### src/rtl/div_sched_pkg.sv
// Shared FSM encoding and default widths for the divided-clock job scheduler.
package div_sched_pkg;
  localparam int COUNT_WIDTH_DEF  = 4;
  localparam int CYCLES_WIDTH_DEF = 8;

  typedef logic [1:0] fsm_state_t;

  localparam fsm_state_t ST_IDLE = 2'd0;
  localparam fsm_state_t ST_LOAD = 2'd1;
  localparam fsm_state_t ST_RUN  = 2'd2;
  localparam fsm_state_t ST_DONE = 2'd3;
endpackage

### src/rtl/prog_clock_divider.sv
// Programmable half-period divider: out toggles every div+1 enabled cycles.
module prog_clock_divider #(
  parameter int COUNT_WIDTH = 4
) (
  input  logic                   clk,
  input  logic                   rst,
  input  logic                   en,
  input  logic                   load,
  input  logic [COUNT_WIDTH-1:0] div,
  output logic                   out,
  output logic                   period_tick
);
  logic [COUNT_WIDTH-1:0] cnt;

  always_ff @(posedge clk) begin
    if (!rst) begin
      cnt <= '0;
      out <= 1'b0;
    end else if (load) begin
      cnt <= '0;
      out <= 1'b0;
    end else if (en) begin
      if (cnt == div) begin
        cnt <= '0;
        out <= ~out;
      end else begin
        cnt <= cnt + COUNT_WIDTH'(1);
      end
    end
  end

  // High at the edge where out falls, i.e. one full period has elapsed.
  assign period_tick = en && (cnt == div) && out;
endmodule

### src/rtl/div_scheduler.sv
// Two-requester round-robin scheduler that runs one divided-clock job at a time.
module div_scheduler
  import div_sched_pkg::*;
#(
  parameter int COUNT_WIDTH  = COUNT_WIDTH_DEF,
  parameter int CYCLES_WIDTH = CYCLES_WIDTH_DEF
) (
  input  logic                    clk,
  input  logic                    rst,
  input  logic [1:0]              req,
  input  logic [COUNT_WIDTH-1:0]  div0,
  input  logic [COUNT_WIDTH-1:0]  div1,
  input  logic [CYCLES_WIDTH-1:0] ncyc0,
  input  logic [CYCLES_WIDTH-1:0] ncyc1,
  output logic [1:0]              ack,
  output logic                    busy,
  output logic                    grant_id,
  output logic                    out,
  output logic                    done
);
  fsm_state_t              state;
  logic                    prio;
  logic                    win;
  logic [COUNT_WIDTH-1:0]  div_l;
  logic [CYCLES_WIDTH-1:0] ncyc_l;
  logic [CYCLES_WIDTH-1:0] pcnt;
  logic                    period_tick;

  // prio names the favoured requester; it only matters when both request.
  always_comb begin
    win = prio;
    if (req == 2'b01)      win = 1'b0;
    else if (req == 2'b10) win = 1'b1;
  end

  always_ff @(posedge clk) begin
    if (!rst) begin
      state    <= ST_IDLE;
      prio     <= 1'b0;
      grant_id <= 1'b0;
      div_l    <= '0;
      ncyc_l   <= '0;
      pcnt     <= '0;
    end else begin
      case (state)
        ST_IDLE: if (req != 2'b00) begin
          state    <= ST_LOAD;
          grant_id <= win;
          div_l    <= win ? div1 : div0;
          ncyc_l   <= win ? ncyc1 : ncyc0;
        end
        ST_LOAD: begin
          pcnt  <= '0;
          state <= (ncyc_l != '0) ? ST_RUN : ST_DONE;
        end
        ST_RUN: if (period_tick) begin
          pcnt <= pcnt + CYCLES_WIDTH'(1);
          if (pcnt == ncyc_l - CYCLES_WIDTH'(1)) state <= ST_DONE;
        end
        ST_DONE: begin
          prio  <= ~grant_id;
          state <= ST_IDLE;
        end
        default: state <= ST_IDLE;
      endcase
    end
  end

  assign ack  = (state == ST_LOAD) ? (grant_id ? 2'b10 : 2'b01) : 2'b00;
  assign busy = (state != ST_IDLE);
  assign done = (state == ST_DONE);

  prog_clock_divider #(.COUNT_WIDTH(COUNT_WIDTH)) u_div (
    .clk         (clk),
    .rst         (rst),
    .en          (state == ST_RUN),
    .load        (state == ST_LOAD),
    .div         (div_l),
    .out         (out),
    .period_tick (period_tick)
  );
endmodule

### config.mk
export PLATFORM = sky130hd
export DESIGN_NAME = div_scheduler
export DESIGN_NICKNAME = d
export VERILOG_FILES = /design/src/rtl/div_sched_pkg.sv /design/src/rtl/prog_clock_divider.sv /design/src/rtl/div_scheduler.sv
export SDC_FILE = /design/constraint.sdc
export NUM_CORES = 1
export LEC_CHECK = 0
export BUFFER_PORTS_ARGS = -buffer_cell sky130_fd_sc_hd__buf_2
export CAP_MARGIN = 25
export CORE_MARGIN = 3
export CORE_UTILIZATION = 55
export DETAILED_ROUTE_END_ITERATION = 12
export PLACE_DENSITY = 0.78
export SLEW_MARGIN = 10
export SYNTH_ARGS = -nofsm -noshare
export SYNTH_HDL_FRONTEND = slang
export SYNTH_SLANG_ARGS = --single-unit
### constraint.sdc
create_clock -name clk -period 4.3 [get_ports clk]
set_clock_uncertainty 0.1 [all_clocks]
set_input_delay 0.215 -clock clk [delete_from_list [all_inputs] [get_ports clk]]
set_output_delay 0.215 -clock clk [all_outputs]
set_load 0.05 [all_outputs]
**Yosys cells after proc, flatten, opt, wreduce, memory -nomap -nowiden**

Index checks and enable logic that the tools add are counted.

- Bits in registers: 29
- Input bits: 28

- Equality and inequality tests: 10
- Multiplexer cells: 14
- Reductions and logical operators: 12
- Bitwise gates (word level): 3
- $add $sub $neg: 3

Operators by type and width:

| cell | count |
|---|---|
| 8-bit 2-to-1 mux | 2 |
| 8-bit case mux with 2 select lines | 1 |
| 2-bit 2-to-1 mux | 5 |
| 8-bit by 1-bit adder with 8-bit output, second input constant | 1 |
| 8-bit equality test | 1 |
| 4-bit 2-to-1 mux | 2 |
| 2-bit case mux with 4 select lines | 1 |
| 8-bit nonzero test | 1 |
| 8-bit by 1-bit subtractor with 8-bit output, second input constant | 1 |
| 2-bit equality test, second input constant | 3 |
| 2-bit != test, second input constant | 3 |
| 2-bit AND reduction | 3 |
| 2-bit nonzero test | 3 |
| 4-bit by 1-bit adder with 4-bit output, second input constant | 1 |
| 2-bit by 1-bit equality test with 1-bit output, second input constant | 2 |
| 4-bit equality test | 1 |
| 1-bit 2-to-1 mux | 3 |
| 1-bit NOT | 3 |
| 3-bit AND reduction | 1 |
| 1-bit logical AND | 2 |
| 2-bit zero test | 1 |
| 2-bit OR reduction | 1 |

**Depth between registers and ports, before layout**

Gate-level depths: netlist (run 1).

- Word-level depth: 5
- Mapped depth: 10
- Gate-level depth less buffers: 8

**By module**

A second synthesis (run 1) with hierarchy kept.

- Cell total of the unflattened synthesis: 193
- Area total of the unflattened synthesis: 1,730.4 µm²

By module, submodules not included:

| module | instances | cells an instance | area each (µm²) | seq. area each (µm²) |
|---|---|---|---|---|
| div_scheduler | 1 | 163 | 1,458.9 | 480.5 |
| prog_clock_divider | 1 | 30 | 271.5 | 100.1 |

**Worst setup path after synthesis (run 1)**

Ideal clock, no wire load.

- Path kind: register to register
- From: register ncyc_l[0]
- To: register state[1]
- Data arrival time: 1,816 ps
- Library setup time: 72 ps
- Clock period less this slack: 1,988 ps
- Path slack: 2,312 ps
- Stages on the path, launching flop included: 11
- Buffers on the path: 2
- Required time: 4,128 ps
- Cell sequence: dfxtp_1 > buf_2 > inv_1 > ha_1 > buf_2 > o21bai_1 > a211oi_1 > a211oi_2 > o21ai_2 > o2111a_1 > mux2i_1

- Longest elaborated chain between the ends: 4

RTL lines:

| element | RTL line | RTL |
|---|---|---|
| start: declaration | div_scheduler.sv:25 | `logic [CYCLES_WIDTH-1:0] ncyc_l;` |
| start signal: assignment | div_scheduler.sv:50 | `ncyc_l <= win ? ncyc1 : ncyc0;` |
| 8-bit by 1-bit subtractor with 8-bit output | div_scheduler.sv:58 | `if (pcnt == ncyc_l - CYCLES_WIDTH'(1)) state <= ST_DONE;` |
| 8-bit equality test | div_scheduler.sv:58 |  |
| 2-bit != test (no source line) | n/a |  |
| 3-bit AND reduction (no source line) | n/a |  |
| end signal: assignment | div_scheduler.sv:54 | `state <= (ncyc_l != '0) ? ST_RUN : ST_DONE;` |
| end: declaration | div_scheduler.sv:21 | `fsm_state_t state;` |

No other way between the ends.
A chain may end at the register's enable or synchronous reset.

**Worst setup path in the final report (run 1)**

Same ends and word-level chain as after synthesis.

==> results of run 1 <==
-- state kept, by name (all words and copies together) (netlist names) --
name,flops
ncyc_l,8
pcnt,8
div_l,4
u_div.cnt,4
state,2
grant_id,1
prio,1
u_div.out,1
-- layer usage --
layer | track usage [%] | routed length (um) | vias to the layer above
met5 | 0 | 0 | -
met4 | 9.091 | 60 | 0
met3 | 4.676 | 163 | 5
met2 | 33.69 | 1833 | 38
met1 | 24.81 | 1696 | 707
li1 | - | - | 737
-- worst max-delay path: cells and delay by family (launching register included) --
kind	cells	cell delay (ns)
flops	1	0.51
fa+ha+maj	1	0.32
compound gates	5	0.99
mux	1	0.18
buf+inv	1	0.09
-- cells by family after synthesis --
| family | after synthesis |
|---|---|
| XOR/XNOR | 24 |
| AND/OR/NAND/NOR | 71 |
| AO/OA/AOI/OAI | 28 |
| flip-flops | 29 |
| buffers and inverters | 18 |
| multiplexers | 16 |
| adder cells (fa/ha/maj) | 8 |
-- worst max path at each step --
stage               from        to  slack [ns]  cells after the start
3_3_place_gp   ncyc_l[0]  state[1]        2.24                      8
2_1_floorplan  ncyc_l[0]  state[1]        2.31                     10
4_1_cts        ncyc_l[0]  state[1]        2.10                      8
6_report       ncyc_l[0]  state[1]        2.06                      8
3_5_place_dp   ncyc_l[0]  state[1]        2.12                      8
5_1_grt        ncyc_l[0]  state[1]        1.94                      8
-- area by class of cell --
type / count / share of cell area [%]
clock buffer: 7 / 3.242
clock inverter: 1 / 0.2494
inverter: 8 / 1.496
multi-input combinational: 147 / 54.86
sequential: 29 / 28.93
tap: 42 / 2.618
timing repair buffer: 34 / 8.604
-- power by group through the flow --
stage               Clock, mW  Combinational, mW  Sequential [mW]
finish                  0.194              0.548            0.396
global route            0.213              0.607            0.404
CTS                     0.199              0.551            0.394
detailed placement          0              0.548            0.400
global placement            0              0.524            0.396
floorplan                   0              0.443            0.386
-- cells in the final DEF (no fill, tap or decap), types with 2 or more instances in the layout --
master                     instances
sky130_fd_sc_hd__and3_1            3
sky130_fd_sc_hd__xor2_1           13
sky130_fd_sc_hd__dfxtp_1          29
sky130_fd_sc_hd__nand2_1          26
sky130_fd_sc_hd__o21ai_0           2
sky130_fd_sc_hd__buf_2            33
sky130_fd_sc_hd__nand4_1           2
sky130_fd_sc_hd__clkbuf_4          5
sky130_fd_sc_hd__xnor2_1          11
sky130_fd_sc_hd__mux2i_1          16
sky130_fd_sc_hd__nor2_1           15
sky130_fd_sc_hd__nor2b_1           3
sky130_fd_sc_hd__and2_1            3
sky130_fd_sc_hd__ha_1              7
sky130_fd_sc_hd__nor4_1            2
sky130_fd_sc_hd__clkbuf_8          2
sky130_fd_sc_hd__nor3_1            4
sky130_fd_sc_hd__nand3_1           5
sky130_fd_sc_hd__a221o_1           2
sky130_fd_sc_hd__nand4b_1          2
sky130_fd_sc_hd__inv_1             7
sky130_fd_sc_hd__o211a_1          13
==> flow_summary_export.csv, run 1 <==
group,metric,value,unit
final_layout,finish.net_count,260,
global_routing,grt_first_pass_wirelength,6.306,mm
die,ioPinCount,34,
final_layout,post-route-util,69.20,%
synth,synth-main-ff-cell,"sky130_fd_sc_hd__dfxtp_1",
cts,clk_path_buf_depth,2,
final_layout,area_added_between_synthesis_and_finish,14.24,%
global_routing,grt_antenna_before_repair,0,
setup_path,crit_path_category,"reg2reg",
status,run_status,"finished, final reports clean",
final_layout,combined_area_of_the_multi_input_logic_cells,0.001101,mm^2
synth,synthesized_instance_count,194,
setup_path,rr_worst_depth,8,
worst_hold_path,worstHoldPathType,"in2reg",
routing,postRouteAntennaNets,0,
cts,cts_tree,"yes",
power,seqPwrFrac,34.8,%
synth,area_contributors_post_synth,"sky130_fd_sc_hd__dfxtp_1 33%, sky130_fd_sc_hd__mux2i_1 9.1%, sky130_fd_sc_hd__o211a_1 7.4%, sky130_fd_sc_hd__xor2_1 6.5%, sky130_fd_sc_hd__nand2_1 5.6%",
timing,rsz_0062_raised_after_global_routing,"no",
synth,synth_largest_type_area_fraction,33.05,%
cts,cts.reportedPaths.clkPinSlew,0.10,ns
cts,cts_buffers,5,
power,irDropWorstVdd,0.4048,mV
cts,postCtsSetupBuffers,0,
cts,cts_hold_buffers,0,
placement,routability_congestion_estimate,0.8127,
timing,setup_violations,0,
timing,pnr_worst_setup_slack,2.061,ns
synth,synthMostInstantiatedCell,"sky130_fd_sc_hd__dfxtp_1",
power,power.share.switching,43.24,%
power,p_leak,0.9656,nW
die,die_height,62.52,um
die,die_span_in_x,62.52,um
die,die-area,0.003908,mm^2
timing,maxSlewHeadroom,49.72,%
timing,max_freq,446.7,MHz
synth,synth_area,0.001757,mm^2
setup_path,slowest_stage_delay_on_critical_path,0.51,ns
global_routing,globalRouteTotalUtil,20.27,%
synth,edff_count_synth,0,
cts,ctsRootBufferMaster,"sky130_fd_sc_hd__clkbuf_4",
setup_path,r2r-start,"ncyc_l[0]",
routing,detail_route.first_pass.iterations,4,
synth,yosys-top-cells-count,"29 x sky130_fd_sc_hd__dfxtp_1, 26 x sky130_fd_sc_hd__nand2_1, 16 x sky130_fd_sc_hd__mux2i_1, 15 x sky130_fd_sc_hd__nor2_1",
timing,least_margin_pin_slew,0.7542,ns
power,fin_total_pwr,1.139,mW
setup_path,crit_required,4.48,ns
setup_path,worst_setup_path_end_kind,"flip-flop",
routing,routed_wirelength,3.754,mm
synth,yosys_register_bits,29,
power,switchingPower,0.4923,mW
setup_path,cells_along_the_critical_path,"inv_1, ha_1, o21bai_1, a211oi_1, a211oi_2, o21ai_2, o2111a_1, mux2i_1",
synth,xor_xnor_share_of_the_synthesized_area,11.97,%
setup_path,crit_fanout,8,
worst_hold_path,worstHoldEndpoint,"div_l[2]",
setup_path,cp.arrival,2.42,ns
timing,timing.setup.tns,0,ns
final_layout,drive_gt1_share,22.12,%
synth,dominant_combinational_cell_family_by_area_after_synthesis,"simple AND/OR/NAND/NOR gates",
placement,detailedPlacementHpwl,2.850,mm
routing,routed_wire_length_per_instance,14.01,um
timing,fin_crit,2.239,ns
synth,synth_fp_nets,229,
power,intPower,0.6463,mW
job,max_cap_violations,0,
synth,post-synth-top-area-cell,"sky130_fd_sc_hd__dfxtp_1",
cts,clock-sinks,29,
timing,maxSlewViolCount,0,
setup_path,setup.worst_path.start_class,"flip-flop",
placement,placed_cells,260,
die,core_area,0.002900,mm^2
global_routing,grt_overflow,0,
worst_hold_path,hold_depth,4,
global_routing,grt_max_degree,26,
synth,syn_avg_cell_area,9.055,um^2
cts,htree_num_levels,2,
final_layout,n_antenna_cell,0,
synth,synth_compound_area_share,14.67,%
routing,vias_per_cell,5.549,
final_layout,final_cells,268,
synth,yosysWarningCount,0,
die,core.rowCount,19,
synth,synth_seq_area_share,33.05,%
final_layout,final.fill_count,254,
power,comb_power_share,48.2,%
worst_hold_path,startpoint_of_the_lowest_slack_hold_path,"div0[2]",
synth,post_synth_and_or_nand_nor_area_fraction,21.37,%
synth,post_synth_num_cell_types,40,
final_layout,sequential_cell_area,580.6,um^2
routing,detail_route.drc_violations,0,
timing,hold-worst-slack,0.1125,ns
global_routing,number_of_global_route_vias_before_repair,1412,
power,power_per_cell_area,567.3,mW/mm^2
cts,insertion_delay,0.34,ns
cts,postCtsResizedCells,0,
final_layout,fin_area,0.002007,mm^2
setup_path,critPathSlowestCell,"sky130_fd_sc_hd__dfxtp_1",
timing,finalHoldViolCount,0,
synth,synth_mux_area_share,9.117,%
routing,drtIter0Drc,48,
placement,portBuffers,33,
synth,async_reset_ff_share,0,%
synth,post_synth_fa_ha_maj_area_fraction,5.556,%
setup_path,regToRegSetupSlack,2.06,ns
power,power.share.clock,17.1,%
setup_path,rr_endpoint,"state[1]",
routing,vias,1487,
timing,post-route-period-util,52.06,%
placement,dpl_worst_slack,2.121,ns
die,initial_core_util,60.57,%
placement,dpl-instance-area,0.001937,mm^2
(Power assumes the default switching activity.)
==> run 2: changes to the inputs <==
CORE_UTILIZATION = 49   (was 55)
PLACE_DENSITY = 0.74   (was 0.78)
clock period = 1.9 ns   (was 4.3 ns; I/O delays follow)
==> flow_summary_export.csv, run 2 (same netlist as run 1, synthesis figures left out) <==
group,metric,value,unit
worst_hold_path,startpoint_of_the_lowest_slack_hold_path,"ncyc1[0]",
power,irDropWorstVdd,0.8633,mV
routing,detail_route.first_pass.iterations,4,
timing,setup_violations,0,
global_routing,grt_first_pass_wirelength,7.044,mm
routing,vias,1554,
placement,portBuffers,33,
final_layout,finish.net_count,284,
cts,ctsRootBufferMaster,"sky130_fd_sc_hd__clkbuf_4",
setup_path,crit_fanout,4,
cts,cts.reportedPaths.clkPinSlew,0.10,ns
routing,drtIter0Drc,82,
routing,routed_wirelength,4.225,mm
routing,detail_route.drc_violations,0,
final_layout,fin_area,0.002285,mm^2
timing,finalHoldViolCount,0,
job,max_cap_violations,0,
final_layout,sequential_cell_area,586.8,um^2
global_routing,busiest_layer,"met2",
final_layout,layout_top_registers,"ncyc_l (8), pcnt (8)",
final_layout,final.fill_count,298,
timing,maxSlewViolCount,0,
setup_path,critPathLaunch,"ncyc_l[5]",
cts,postCtsSetupBuffers,0,
routing,routed_wire_length_per_instance,14.27,um
placement,dpl_worst_slack,0.05324,ns
cts,htree_num_levels,2,
die,die_height,65.88,um
setup_path,worst_setup_path_end_kind,"flip-flop",
setup_path,r2r-start,"ncyc_l[5]",
timing,maxSlewHeadroom,48.97,%
timing,fin_crit,1.834,ns
power,switchingPower,1.169,mW
routing,postRouteAntennaNets,0,
cts,cts_buffers,5,
die,die_span_in_x,65.88,um
timing,hold-worst-slack,0.02422,ns
cts,clock-sinks,29,
power,intPower,1.561,mW
global_routing,grt_max_degree,26,
global_routing,grt_use_met1,25.65,%
global_routing,globalRouteTotalUtil,22.08,%
final_layout,drive_gt1_share,26.80,%
timing,least_margin_pin_slew,0.7655,ns
cts,insertion_delay,0.34,ns
setup_path,setup.worst_path.start_class,"flip-flop",
die,ioPinCount,34,
cts,cts_tree,"yes",
power,power_per_cell_area,1195,mW/mm^2
die,core_area,0.003390,mm^2
power,power.share.clock,13.2,%
setup_path,crit_required,2.03,ns
status,run_status,"finished, final reports clean",
setup_path,cp.arrival,1.96,ns
power,power.share.switching,42.83,%
timing,pnr_worst_setup_slack,0.06562,ns
die,core.rowCount,21,
global_routing,globalRouteMet2Util,37.17,%
routing,vias_per_cell,5.250,
final_layout,layout_common_cells,"32 x sky130_fd_sc_hd__buf_2, 26 x sky130_fd_sc_hd__nand2_1, 24 x sky130_fd_sc_hd__dfxtp_1",
die,die-area,0.004340,mm^2
global_routing,grt_overflow,0,
timing,post-route-period-util,96.55,%
die,initial_core_util,51.83,%
cts,clk_path_buf_depth,2,
power,seqPwrFrac,31.9,%
final_layout,mostFrequentLayoutCell,"sky130_fd_sc_hd__buf_2",
global_routing,grt_antenna_before_repair,0,
global_routing,gr_layer_usage_met3,6.293,%
setup_path,crit_path_category,"reg2reg",
placement,detailedPlacementHpwl,2.666,mm
final_layout,combined_area_of_the_multi_input_logic_cells,0.001146,mm^2
final_layout,n_antenna_cell,0,
global_routing,number_of_global_route_vias_before_repair,1539,
power,comb_power_share,54.9,%
final_layout,area_added_between_synthesis_and_finish,30.06,%
power,p_leak,1.076,nW
worst_hold_path,worstHoldPathType,"in2reg",
timing,max_freq,545.1,MHz
placement,routability_congestion_estimate,0.8473,
placement,dpl-instance-area,0.002004,mm^2
## run 2: final timing paths
kind / endpoint / slack, ns / cells after the start
hold / removal: ncyc_l[0] / 0.02 / 4
hold reg to reg: prio / 0.42 / 1
setup reg to reg: state[0] / 0.07 / 6
setup / recovery: state[0] / 0.07 / 6
## run 2: per-layer routing
metal  wire [um]  up-vias
li1            -      791
met1        1828      711
met2        2102       41
met3         193       11
met4         100        0
met5           0        -
## run 2: final cells by class
type | instances | area share, %
inverter | 8 | 1.314
clock inverter | 2 | 0.4381
multi-input combinational | 147 | 50.16
timing repair buffer | 58 | 18.07
tap | 46 | 2.519
sequential | 29 | 25.68
clock buffer | 6 | 1.807
## run 2: timing repair
action,4_1_cts,5_1_grt
resized for setup,0,15
hold buffers,16,2
setup endpoints to repair,0,5
hold endpoints to repair,8,1
## run 2: power groups by stage
stage          clock, mW  sequential (mW)  combinational, mW
2_1_floorplan          0            0.875               1.02
3_3_place_gp           0            0.866               1.37
3_5_place_dp           0            0.869               1.38
4_1_cts            0.369            0.855               1.42
5_1_grt            0.413            0.885               1.65
6_report           0.360            0.871               1.50
## run 2: through the flow
step           util, %  instances  TNS [ns]  total power [mW]
6_report         67.40        296         0             2.730
2_1_floorplan        -        194         0             1.892
3_5_place_dp     59.14        270         0             2.250
4_1_cts          65.37        294         0             2.640
3_3_place_gp     59.14        270         0             2.237
5_1_grt          67.40        296  -0.02241             2.944
## run 2: worst max-delay path: stages (launching register included)
cell and delay (ns):
sky130_fd_sc_hd__dfxtp_2 0.36, sky130_fd_sc_hd__nor4_4 0.39, sky130_fd_sc_hd__a211oi_2 0.13, sky130_fd_sc_hd__a211oi_2 0.25, sky130_fd_sc_hd__o21ai_2 0.08, sky130_fd_sc_hd__o2111a_1 0.16, sky130_fd_sc_hd__o221a_1 0.24
